==> src/rtl/varredor_display_aste_if.sv <==
// Bundles the asteroid-memory read port and the row handshake to the LED-matrix driver.
// master = display scanner, slave = memories plus driver.
interface varredor_display_aste_if #(
  parameter int unsigned W_ADDR = 4,
  parameter int unsigned W_COOR = 4
);
  localparam int unsigned W_DADOS = 2 * W_COOR + 2;
  localparam int unsigned COLS    = 2 ** W_COOR;

  logic [W_ADDR-1:0]  mem_addr;
  logic [W_DADOS-1:0] mem_data;
  logic [1:0]         mem_load;
  logic [W_COOR-1:0]  linha_idx;
  logic [COLS-1:0]    linha_dados;
  logic               linha_valid;
  logic               linha_ready;

  modport master (
    output mem_addr, linha_idx, linha_dados, linha_valid,
    input  mem_data, mem_load, linha_ready
  );

  modport slave (
    input  mem_addr, linha_idx, linha_dados, linha_valid,
    output mem_data, mem_load, linha_ready
  );
endinterface

==> src/rtl/varredor_display_aste.sv <==
// Scans all asteroid slots, rasterises live ones into a frame buffer, then streams rows to the LED driver.
// Optional ship overlay and collision flag when NAVE_OVERLAY_EN is defined.
module varredor_display_aste #(
  parameter int unsigned N_ASTE  = 16,
  parameter int unsigned W_COOR  = 4,
  parameter int unsigned LAT_MEM = 1
) (
  input  logic                           clock,
  input  logic                           reset,
  input  logic                           iniciar,
  input  logic [W_COOR-1:0]              nave_x,
  input  logic [W_COOR-1:0]              nave_y,
  output logic                           ocupado,
  output logic                           pronto,
  output logic [$clog2(N_ASTE+1)-1:0]    n_visiveis,
`ifdef NAVE_OVERLAY_EN
  output logic                           colisao_frame,
`endif
  varredor_display_aste_if.master        bus
);
  localparam int unsigned ROWS   = 2 ** W_COOR;
  localparam int unsigned COLS   = 2 ** W_COOR;
  localparam int unsigned W_ADDR = (N_ASTE > 1) ? $clog2(N_ASTE) : 1;
  localparam int unsigned W_CNT  = $clog2(N_ASTE + 1);
  localparam int unsigned W_LAT  = (LAT_MEM > 1) ? $clog2(LAT_MEM + 1) : 1;

  typedef enum logic [2:0] {OCIOSO, LIMPA, LE, ESPERA, CARREGA, ENVIA, FIM} estado_t;

  estado_t                    state;
  logic [ROWS-1:0][COLS-1:0]  fb;
  logic [W_ADDR-1:0]          slot;
  logic [W_LAT-1:0]           espera;
  logic                       amostra_c;
  logic [W_COOR-1:0]          ast_x_c;
  logic [W_COOR-1:0]          ast_y_c;
  logic                       desenha_c;
  logic                       unused_bits;

`ifdef NAVE_OVERLAY_EN
  logic [W_COOR-1:0]          nave_x_q;
  logic [W_COOR-1:0]          nave_y_q;
  logic                       colide_q;
  assign unused_bits = ^bus.mem_data[1:0];
`else
  assign unused_bits = ^{bus.mem_data[1:0], nave_x, nave_y};
`endif

  // Memory word is valid on the last LE/ESPERA cycle of each slot
  assign amostra_c = ((state == LE) && (LAT_MEM == 0)) ||
                     ((state == ESPERA) && (espera == W_LAT'(LAT_MEM - 1)));
  assign ast_x_c   = bus.mem_data[2*W_COOR+1 -: W_COOR];
  assign ast_y_c   = bus.mem_data[W_COOR+1 -: W_COOR];
  assign desenha_c = bus.mem_load[1] && !bus.mem_load[0];

  always_ff @(posedge clock or negedge reset) begin
    if (!reset) begin
      state           <= OCIOSO;
      fb              <= '0;
      slot            <= '0;
      espera          <= '0;
      ocupado         <= 1'b0;
      pronto          <= 1'b0;
      n_visiveis      <= '0;
      bus.mem_addr    <= '0;
      bus.linha_idx   <= '0;
      bus.linha_dados <= '0;
      bus.linha_valid <= 1'b0;
`ifdef NAVE_OVERLAY_EN
      nave_x_q        <= '0;
      nave_y_q        <= '0;
      colide_q        <= 1'b0;
      colisao_frame   <= 1'b0;
`endif
    end else begin
      pronto <= 1'b0;
      case (state)
        OCIOSO: begin
          if (iniciar) begin
            ocupado <= 1'b1;
            state   <= LIMPA;
`ifdef NAVE_OVERLAY_EN
            nave_x_q <= nave_x;
            nave_y_q <= nave_y;
`endif
          end
        end
        LIMPA: begin
          fb           <= '0;
          n_visiveis   <= '0;
          slot         <= '0;
          bus.mem_addr <= '0;
          state        <= LE;
`ifdef NAVE_OVERLAY_EN
          colisao_frame <= 1'b0;
`endif
        end
        LE, ESPERA: begin
          if (amostra_c) begin
            if (desenha_c) begin
              fb[ast_y_c][ast_x_c] <= 1'b1;
              n_visiveis           <= n_visiveis + W_CNT'(1);
            end
            if (slot == W_ADDR'(N_ASTE - 1)) begin
              state <= CARREGA;
            end else begin
              slot         <= slot + W_ADDR'(1);
              bus.mem_addr <= slot + W_ADDR'(1);
              state        <= LE;
            end
          end else if (state == LE) begin
            espera <= '0;
            state  <= ESPERA;
          end else begin
            espera <= espera + W_LAT'(1);
          end
        end
        // Rasterisation complete: present row 0 (with ship pixel when enabled)
        CARREGA: begin
          bus.linha_idx   <= '0;
          bus.linha_valid <= 1'b1;
          state           <= ENVIA;
`ifdef NAVE_OVERLAY_EN
          fb[nave_y_q][nave_x_q] <= 1'b1;
          colide_q               <= fb[nave_y_q][nave_x_q];
          bus.linha_dados        <= fb[0] | ((nave_y_q == '0) ? (COLS'(1) << nave_x_q) : '0);
`else
          bus.linha_dados        <= fb[0];
`endif
        end
        ENVIA: begin
          if (bus.linha_valid && bus.linha_ready) begin
            if (bus.linha_idx == W_COOR'(ROWS - 1)) begin
              bus.linha_valid <= 1'b0;
              pronto          <= 1'b1;
              state           <= FIM;
`ifdef NAVE_OVERLAY_EN
              colisao_frame   <= colide_q;
`endif
            end else begin
              bus.linha_idx   <= bus.linha_idx + W_COOR'(1);
              bus.linha_dados <= fb[bus.linha_idx + W_COOR'(1)];
            end
          end
        end
        FIM: begin
          ocupado <= 1'b0;
          state   <= OCIOSO;
        end
        default: state <= OCIOSO;
      endcase
    end
  end
endmodule
==> src/flat_wrapper.sv <==
// flat-port wrapper written by rule: the top's interface ports become plain ports
module varredor_display_aste_flat 
#(
  parameter int unsigned N_ASTE  = 16,
  parameter int unsigned W_COOR  = 4,
  parameter int unsigned LAT_MEM = 1
)
  (clock, reset, iniciar, nave_x, nave_y, ocupado, pronto, n_visiveis, bus_mem_addr, bus_linha_idx, bus_linha_dados, bus_linha_valid, bus_mem_data, bus_mem_load, bus_linha_ready);
  varredor_display_aste_if #(.W_COOR(W_COOR)) bus_i ();
  input  logic clock;
  input  logic reset;
  input  logic iniciar;
  input  logic [W_COOR-1:0] nave_x;
  input  logic [W_COOR-1:0] nave_y;
  output logic ocupado;
  output logic pronto;
  output logic [$clog2(N_ASTE+1)-1:0] n_visiveis;
  output wire logic [$bits(bus_i.mem_addr)-1:0] bus_mem_addr;
  output wire logic [$bits(bus_i.linha_idx)-1:0] bus_linha_idx;
  output wire logic [$bits(bus_i.linha_dados)-1:0] bus_linha_dados;
  output wire logic [$bits(bus_i.linha_valid)-1:0] bus_linha_valid;
  input wire logic [$bits(bus_i.mem_data)-1:0] bus_mem_data;
  input wire logic [$bits(bus_i.mem_load)-1:0] bus_mem_load;
  input wire logic [$bits(bus_i.linha_ready)-1:0] bus_linha_ready;
  assign bus_mem_addr = bus_i.mem_addr;
  assign bus_linha_idx = bus_i.linha_idx;
  assign bus_linha_dados = bus_i.linha_dados;
  assign bus_linha_valid = bus_i.linha_valid;
  assign bus_i.mem_data = bus_mem_data;
  assign bus_i.mem_load = bus_mem_load;
  assign bus_i.linha_ready = bus_linha_ready;
  varredor_display_aste #(.N_ASTE(N_ASTE), .W_COOR(W_COOR), .LAT_MEM(LAT_MEM)) u_core (.clock(clock), .reset(reset), .iniciar(iniciar), .nave_x(nave_x), .nave_y(nave_y), .ocupado(ocupado), .pronto(pronto), .n_visiveis(n_visiveis), .bus(bus_i));
endmodule
==> config.mk <==
export PLATFORM = sky130hd
export DESIGN_NAME = varredor_display_aste_flat
export DESIGN_NICKNAME = d
export VERILOG_FILES = /design/src/rtl/varredor_display_aste_if.sv /design/src/rtl/varredor_display_aste.sv /design/src/flat_wrapper.sv
export SDC_FILE = /design/constraint.sdc
export NUM_CORES = 1
export LEC_CHECK = 0
export CAP_MARGIN = 20
export CORE_MARGIN = 5
export CORE_UTILIZATION = 35
export CTS_BUF_LIST = sky130_fd_sc_hd__clkbuf_4
export DETAILED_ROUTE_END_ITERATION = 8
export GPL_TIMING_DRIVEN = 0
export PLACE_DENSITY_LB_ADDON = 0.15
export SYNTH_ARGS = -nofsm -noshare
export SYNTH_HDL_FRONTEND = slang
export SYNTH_SLANG_ARGS = --single-unit
==> constraint.sdc <==
create_clock -name clock -period 2.9 [get_ports clock]
set_input_delay 0.29 -clock clock [delete_from_list [all_inputs] [get_ports clock]]
set_output_delay 0.29 -clock clock [all_outputs]
set_load 0.02 [all_outputs]
==> summary.md <==
| Metric | Value |
|---|---|
| Outcome | `completed` |
| Top post-synthesis cells by area | `dfrtp_1 53%, mux4_2 11%, a21oi_1 9.5%` |
| Leak | `7.24 nW` |
| Final critical-path required period | `2.78 ns` |
| Critical Path AT | `3.37 ns` |
| Syn Inst Count | `1244` |
| #FFs+latches synth | `292` |
| Maximum fanout along the worst path | `10` |
| H-tree depth | `3` |
| Max-Cap Viols | `0` |
| Die Wd | `208 microns` |
| Final nets | `1404` |
| Area growth from synthesis to layout | `15.6%` |
| ANT nets after route | `0` |
| Final Hold Violating Endpoints | `0` |
| Die height | `208 microns` |
| Peak VDD IR | `0.000269 V` |
| Critical path type | `reg2reg` |
| Post-synth EDFFs | `0` |
| Reg2Reg Depth | `7` |
| Top FF cell, synth | `dfrtp_1` |
| Pin count of the biggest net entering global routing | `105` |
| Most numerous cell in the Yosys netlist | `dfrtp_1` |
| Share of cells above drive strength 1 | `21.9%` |
| Post-CTS Setup Bufs | `0` |
| Routed length per instance | `21.1 microns` |
| Vias | `10200` |
| Synthesized Nets | `1271` |
| Busiest grt layer | `met2` |
| Vias per cell | `5.25` |
| CP max stage delay | `0.49 ns` |
| Synthesis Warnings | `0` |
| Distinct cells, synth | `50` |
| Critical path endpoint category | `register` |
| Global Route Usage Sum | `19.1%` |
| Met2 usage | `30.6%` |
| Clk sinks | `292` |
| Vias in the first global route | `10700` |
| Max-slew headroom | `26.7%` |
| Std-Cell Rows | `72` |
| Worst hold path type | `in2async` |
| Clock root cell | `clkbuf_4` |
| Synth Area per Inst | `11.0 sq um` |
| CP delay by family, top | `buffers and inverters` |
| Final WL | `41000 microns` |
| Clk_lat worst skew | `0.74 ns` |
| First-pass GRT wire length | `64600 microns` |
| Port bufs | `45` |
| Setup Viol. Count Final | `0` |
| FMAX | `360 MHz` |
| DP HPWL | `30000 microns` |
| Worst path slowest cell | `dfrtp_1` |
| Worst-path clk slew | `0.06 ns` |
| CP cell instances | `ha_1, buf_2, buf_2, buf_2, mux4_2, nor2_1, o31ai_1` |
| Hold WS | `0.226 ns` |
| Routability cong. | `0.804` |
| DRC Markers | `0` |
| Grt met3 use | `3.26%` |
| Setup crit start kind | `register` |
| Clk_skew | `0.0311 ns` |
| Clock Tree Buf Depth | `3` |
| Initial Utilization | `35.4%` |
| # IOs | `56` |
| Pwr Density | `667 nW/um^2` |
| CP Data Required Time | `3.49 ns` |
| Cell Area, Synth | `13700 sq um` |
| Routing usage on met1 | `27.0%` |
| Global route total overflow | `0` |
| Seq/Total Area, Yosys | `53.4%` |
| Core box area | `38600 sq um` |
| Iter 0 DRT Violations | `815` |
| Initial antenna violation count | `2` |
| Reg2reg end | `u_core.bus.linha_dados[13]` |
| Slew at the pin closest to its max-slew limit | `1.09 ns` |
| Synth top area share | `53.4%` |
| Total die area | `43200 sq um` |
| Post-synth top area cell | `dfrtp_1` |
| Number of detailed-route iterations in the first pass | `5` |
| Cts bufs inserted | `82` |
| Ys async rst share | `100%` |
| Buf/Inv on CP | `3` |
| TritonCTS clock tree | `done` |
| Most common library cells after synthesis | `292 x dfrtp_1, 290 x nor2_1, 260 x a21oi_1, 64 x mux4_2, 39 x buf_2` |
| R2R Setup Slk | `0.12 ns` |
| Reg2reg start | `u_core.bus.linha_idx[1]` |
| RSZ-0062 raised after global routing | `false` |
| Part of the cycle the worst path needs | `95.8%` |
| Tot Pwr | `10.6 mW` |
| Count of final max-slew check failures | `0` |
| CP most frequent cell | `buf_2` |
[placed cells by master (no fill, tap or decap), types with 3 or more instances in the layout]
| master | count |
|---|---|
| inv_1 | 4 |
| nand2b_1 | 11 |
| inv_2 | 4 |
| clkbuf_1 | 28 |
| nor3_1 | 8 |
| clkbuf_4 | 121 |
| or2_2 | 3 |
| buf_4 | 14 |
| ha_1 | 3 |
| a22oi_1 | 17 |
| nor2_2 | 19 |
| dfrtp_1 | 292 |
| mux4_2 | 64 |
| a2bb2oi_1 | 17 |
| nor2b_1 | 17 |
| nand2_1 | 35 |
| o31ai_1 | 16 |
| a2111oi_4 | 19 |
| clkbuf_2 | 5 |
| nand3_1 | 7 |
| buf_2 | 40 |
| o21ai_0 | 14 |
| buf_6 | 13 |
| a211oi_1 | 17 |
| clkdlybuf4s50_1 | 44 |
| clkinv_1 | 10 |
| a21oi_1 | 260 |
| nor2_1 | 288 |
[registers in the layout (all words and copies together) (netlist names)]
register and flops:
u_core.n_visiveis 5, u_core.pronto 1, u_core.state 3, u_core.fb 256, u_core.ocupado 1, u_core.espera 1, u_core.bus.linha_valid 1, u_core.bus.linha_dados 16
u_core.bus.linha_idx 4, u_core.bus.mem_addr 4
[where the power goes]
| group | leakage (nW) | internal (mW) | switching (mW) |
|---|---|---|---|
| Sequential | 3.95 | 4.38 | 0.228 |
| Combinational | 2.71 | 0.761 | 1.59 |
| Clock | 0.581 | 1.87 | 1.74 |
[what timing repair did]
item                       4_1_cts  5_1_grt
resized for setup                6        2
hold endpoints to repair       101        0
hold buffers                     1        0
setup endpoints to repair       16        4
[metrics by stage]
step | setup slack [ns] | cell area [sq um] | std cells | utilization [%] | setup TNS (ns)
floorplan | 0.680 | 13700 | 1244 | - | 0
global placement | -11.71 | 14800 | 1807 | 38.3 | -3411.28
detailed placement | -0.261 | 14800 | 1809 | 38.4 | -2.02
CTS | 0.108 | 15800 | 1943 | 40.9 | 0
global route | 0.0357 | 15800 | 1945 | 40.9 | 0
finish | 0.122 | 15800 | 1945 | 40.9 | 0
[routing by layer]
| metal | wire [microns] | vias up |
|---|---|---|
| li1 | - | 4743 |
| met1 | 19000 | 5151 |
| met2 | 19300 | 264 |
| met3 | 2070 | 47 |
| met4 | 698 | 0 |
| met5 | 0 | - |
[layout make-up]
type	instances	area, sq um
fill	3793	22800
sequential	292	7310
multi-input combinational	846	5770
clock buffer	120	901
tap	518	648
buffer	101	602
timing repair buffer	49	528
clock inverter	13	48.8
inverter	5	18.8
antenna	1	2.50
[logic make-up (layout without fill, tap and decap cells)]
group           after synthesis  count (layout)  share of synthesized area (%)
flops                       292             292                           53.4
simple gates                401             401                           12.4
other cells                   0               1                              0
fa+ha+maj                     3               3                          0.274
buf+inv                     106             288                           4.48
xor+xnor                      4               4                          0.256
compound gates              372             372                           18.5
mux                          66              66                           10.7
[worst max-delay path by stage]
stage	from	to	slack, ns	depth (start not counted)
2_1_floorplan	u_core.bus.linha_idx[1]	u_core.bus.linha_dados[10]	0.68	7
4_1_cts	u_core.bus.linha_idx[1]	u_core.bus.linha_dados[10]	0.11	7
3_5_place_dp	u_core.bus.linha_idx[1]	u_core.bus.linha_dados[14]	-0.26	6
6_report	u_core.bus.linha_idx[1]	u_core.bus.linha_dados[13]	0.12	7
3_3_place_gp	reset	u_core.fb[12]	-11.71	1
5_1_grt	u_core.bus.linha_idx[1]	u_core.bus.linha_dados[13]	0.04	7
[worst register-to-register path, stage by stage, from the launching register on]
cell	delay [ns]
dfrtp_1	0.49
ha_1	0.43
buf_2	0.34
buf_2	0.33
buf_2	0.38
mux4_2	0.37
nor2_1	0.21
o31ai_1	0.11
Power figures use the tool's default switching activity.
